File: config.mk
export PLATFORM = sky130hd
export DESIGN_NAME = lut_rr_arbiter
export DESIGN_NICKNAME = d
export VERILOG_FILES = /design/src/rtl/lut_rr_arbiter.sv
export SDC_FILE = /design/constraint.sdc
export NUM_CORES = 1
export LEC_CHECK = 0
export ABC_CLOCK_PERIOD_IN_PS = 4790
export BUFFER_PORTS_ARGS = -buffer_cell sky130_fd_sc_hd__buf_4
export CORE_UTILIZATION = 30
export CTS_CLUSTER_DIAMETER = 150
export DETAILED_ROUTE_END_ITERATION = 7
export GPL_ROUTABILITY_DRIVEN = 0
export PLACE_DENSITY_LB_ADDON = 0.2
export SLEW_MARGIN = 20
export SYNTH_ARGS = -nofsm -noshare
export SYNTH_HDL_FRONTEND = slang
export SYNTH_SLANG_ARGS = --single-unit
File: constraint.sdc
create_clock -name clk -period 4.79 [get_ports clk]
set_input_delay 1.437 -clock clk [delete_from_list [all_inputs] [get_ports clk]]
set_output_delay 1.437 -clock clk [all_outputs]
set_load 0.01 [all_outputs]
File: src/rtl/lut_rr_arbiter.sv
// Round-robin arbiter sharing one combinational LUT read port among NUM_REQ requesters.
// Each grant captures the LUT data into a per-requester response register held under valid/ready.
module lut_rr_arbiter #(
    parameter int unsigned NUM_REQ = 4,
    parameter int unsigned ADDR_W  = 5,
    parameter int unsigned DATA_W  = 8
) (
    input  logic                        clk,
    input  logic                        reset,
    input  logic                        stall,
    input  logic [NUM_REQ-1:0]          req,
    input  logic [NUM_REQ*ADDR_W-1:0]   req_addr,
    output logic [NUM_REQ-1:0]          gnt,
    output logic [ADDR_W-1:0]           lut_addr,
    input  logic [DATA_W-1:0]           lut_data,
    output logic [NUM_REQ-1:0]          rsp_valid,
    input  logic [NUM_REQ-1:0]          rsp_ready,
    output logic [NUM_REQ*DATA_W-1:0]   rsp_data,
    output logic                        idle
);

    localparam int unsigned PtrW = (NUM_REQ > 1) ? $clog2(NUM_REQ) : 1;

    logic [NUM_REQ-1:0] pend_q, pend_d;
    logic [DATA_W-1:0]  rsp_q [NUM_REQ];
    logic [PtrW-1:0]    ptr_q, ptr_d;

    logic [NUM_REQ-1:0] elig;
    logic               grant;
    logic [PtrW-1:0]    winner;

    // Only the registered pend feeds eligibility, so rsp_ready never reaches gnt combinationally.
    assign elig = req & ~pend_q;

    always_comb begin : arb_scan
        int unsigned idx;
        idx    = 0;
        grant  = 1'b0;
        winner = '0;
        if (!reset && !stall) begin
            for (int unsigned k = 0; k < NUM_REQ; k++) begin
                idx = (32'(ptr_q) + k) % NUM_REQ;
                if (!grant && elig[PtrW'(idx)]) begin
                    grant  = 1'b1;
                    winner = PtrW'(idx);
                end
            end
        end
    end

    always_comb begin
        gnt      = '0;
        lut_addr = '0;
        if (grant) begin
            gnt[winner] = 1'b1;
            lut_addr    = req_addr[32'(winner)*ADDR_W +: ADDR_W];
        end
    end

    always_comb begin
        pend_d = (pend_q & ~rsp_ready) | gnt;
        ptr_d  = ptr_q;
        if (grant) begin
            ptr_d = PtrW'((32'(winner) + 32'd1) % NUM_REQ);
        end
    end

    always_ff @(posedge clk or posedge reset) begin
        if (reset) begin
            pend_q <= '0;
            ptr_q  <= '0;
            for (int i = 0; i < NUM_REQ; i++) begin
                rsp_q[i] <= '0;
            end
        end else begin
            pend_q <= pend_d;
            ptr_q  <= ptr_d;
            if (grant) begin
                rsp_q[winner] <= lut_data;
            end
        end
    end

    always_comb begin
        rsp_data = '0;
        for (int i = 0; i < NUM_REQ; i++) begin
            rsp_data[i*DATA_W +: DATA_W] = rsp_q[i];
        end
    end

    assign rsp_valid = pend_q;
    assign idle      = reset | (~|req & ~|pend_q);

endmodule

==> results.ini <==
[floorplan]
core_area_um2=6756
io_pins=85
dieArea_um2=7285
dieHeight_um=85.36
start_util_pct=30.85
dieWidth_um=85.36
rows=30

[sta]
worst_pin_slew_ns=0.4951
finalHoldViolCount=0
rsz0062_at_grt=no
finalMaxSlewViolations=0
fin_setup_tns_ns=0
clock_skew_ns=0.004839
finalCritPeriodShare_pct=93.85
fmax_ghz=0.2225
slew_headroom_pct=67.00
setup-violations-final=0
finalCriticalPeriod_ns=4.495

[routing]
first_pass_iters=4
wirelength_mm=4.685
via_per_inst=4.673
drtIter0Drc=57
drc=0
num_vias=1486
postRouteAntennaNets=0
wl_per_cell_um=14.73

[clock_tree]
ctsHoldBuffers=0
clk_latency_ns=0.28
ctsResizeCount=0
cts.sinks=38
cts_buffers=5
cts_tree=built
clockBufferDepth=2
cts.reportedPaths.clkPinSlew_ns=0.07
cts-root-buf=clkbuf_8
post-cts-setup-buffer-count=0
htree_levels=2

[setup_path]
critPathLaunchType=primary input
rr_startpoint=ptr_q[1]
r2r-end=rsp_data[23]
slowest_stage=nor3b_2
crit_path_cell_trace=buf_4, nor3b_2, a22oi_2, o221ai_1, o2111ai_1, inv_1, ha_1, nand2_8, inv_1, buf_4
crit_arrival_ns=3.06
ff2ff_setup_slack_ns=2.36
worstPathBufferInverterCount=4
crit_path_end_kind=output pin
cp_max_fo=10
critPathKind=in -> out
slowest_delay_ns=0.26
crit_required_ns=3.35
worst-r2r-cell-count=9
path_delay_family=compound AO/OA/AOI/OAI gates

[power_and_ir_drop]
p_comb_share_pct=39.8
p_switching_uw=337.9
power_uw=1144
internal_power_uw=805.9
switching_share_pct=29.54
p_leak_uw=0.001525
p_clk_share_pct=18.8
powerDensity_nw_per_um2=393.4
peakVddDrop_mv=0.1754
p_seq_share_pct=41.4

[logic_synthesis]
syn_area_um2=2084
synth_most_common_cell=dfrtp_1
synth_cells=146
syn_nets=189
ys.flop_type=dfrtp_1
synth-edff-count=0
synth_top_cell_area_share_pct=45.62
avgSynthCellArea_um2=14.28
ys_seq_area_share_pct=45.62
synthDistinctLibCells=37
ys_ff_latch=38
yosysTopAreaCell=dfrtp_1
synth_area_leaders=dfrtp_1, mux2_4, nand2_8
async_flop_share_pct=100.0
synthTopCellsByCount=dfrtp_1, mux2_4, inv_1
yosys_warnings=0

[global_routing]
antenna_found_initial=0
grt_pass1_wl_mm=7.638
grt-ovfl-total=0
grt_usage_pct=13.63
grt_start_max_net_pins=39
grt_pass1_vias=1541

[min_path]
hp-class=reg -> reg
hold-path-cell-count=1
holdPathEnd=rsp_data[26]
hp-start=rsp_data[26]

[run_status]
outcome=finished, final reports clean

[cells_and_area]
nets=282
n_antenna_cell=0
fill_cells=657
drive_above_1_share_pct=61.34
area_delta_synth_final_pct=39.50
design_area_um2=2908

[placement]
place_area_um2=2825
hpwl_mm=3.416
io_buffer_count=84

[run]
maxCapViolCount=0

==> power by group through the flow <==
stage / logic (uW) / clock network [uW] / registers (uW)
finish: 455 / 215 / 474
global route: 489 / 237 / 488
CTS: 461 / 227 / 476
detailed placement: 461 / 0 / 478
global placement: 456 / 0 / 480
floorplan: 220 / 0 / 511
==> worst register-to-register path: stages, from the launching register on <==
cell       delay, ns
dfrtp_1         0.46
nor3b_2         0.32
a22oi_2         0.09
o221ai_1        0.20
o2111ai_1       0.25
inv_1           0.14
ha_1            0.26
nand2_8         0.05
buf_4           0.21
mux2_4          0.32
==> final cells by class <==
| class | instances | area [um^2] | area share, % |
|---|---|---|---|
| Clock buffer | 6 | 82.58 | 2.840 |
| Inverter | 12 | 45.04 | 1.549 |
| Multi-Input combinational cell | 93 | 1061 | 36.49 |
| Sequential cell | 38 | 950.9 | 32.70 |
| Tap cell | 80 | 100.1 | 3.442 |
| Timing Repair Buffer | 89 | 668.1 | 22.98 |
==> state kept, by name (all words and copies together), names as in the netlist <==
| signal | count |
|---|---|
| rsp_data | 32 |
| rsp_valid | 4 |
| ptr_q | 2 |
==> per-layer routing <==
metal | vias up | wire length, um | GRT usage, %
li1 | 706 | - | -
met1 | 720 | 2149 | 17.77
met2 | 49 | 2197 | 22.07
met3 | 11 | 247 | 2.821
met4 | 0 | 91 | 5.758
met5 | - | 0 | 0
==> cells in the final DEF, fill, tap and decap left out, types with 4 or more instances in the layout <==
master / instances
dfrtp_1: 38
buf_4: 89
inv_1: 12
mux2_4: 32
mux2i_1: 5
mux2_2: 4
o21ai_0: 6
ha_1: 4
clkbuf_8: 6
nand2_8: 4
a21oi_1: 7
o21ai_1: 4
==> kinds of logic (layout without fill, tap and decap cells) <==
group,Yosys count,in the layout,share of synthesized area [%]
adder cells (fa/ha/maj),4,4,2.401
multiplexers,43,43,28.69
flip-flops,38,38,45.62
buffers and inverters,15,107,3.481
AND/OR/NAND/NOR,19,19,9.904
AO/OA/AOI/OAI,27,27,9.904
==> how the worst max path moves through the flow <==
stage	slack, ns	endpoint	cells past startpoint	start
finish	0.29	gnt[3]	10	req[0]
CTS	0.27	gnt[3]	11	req[1]
global placement	0.30	gnt[3]	11	req[1]
global route	0.10	gnt[3]	11	req[1]
detailed placement	0.27	gnt[3]	11	req[1]
floorplan	0.50	gnt[3]	10	req[1]
==> metrics by stage <==
stage | instances | utilization, % | hold slack, ns | worst slack [ns]
floorplan | 146 | - | 0.5514 | 0.5049
global placement | 312 | 41.81 | 0.4969 | 0.2969
detailed placement | 312 | 41.81 | 0.4924 | 0.2680
CTS | 318 | 43.04 | 0.5120 | 0.2732
global route | 318 | 43.04 | 0.5405 | 0.1040
finish | 318 | 43.04 | 0.5087 | 0.2947
(Power assumes the default switching activity.)
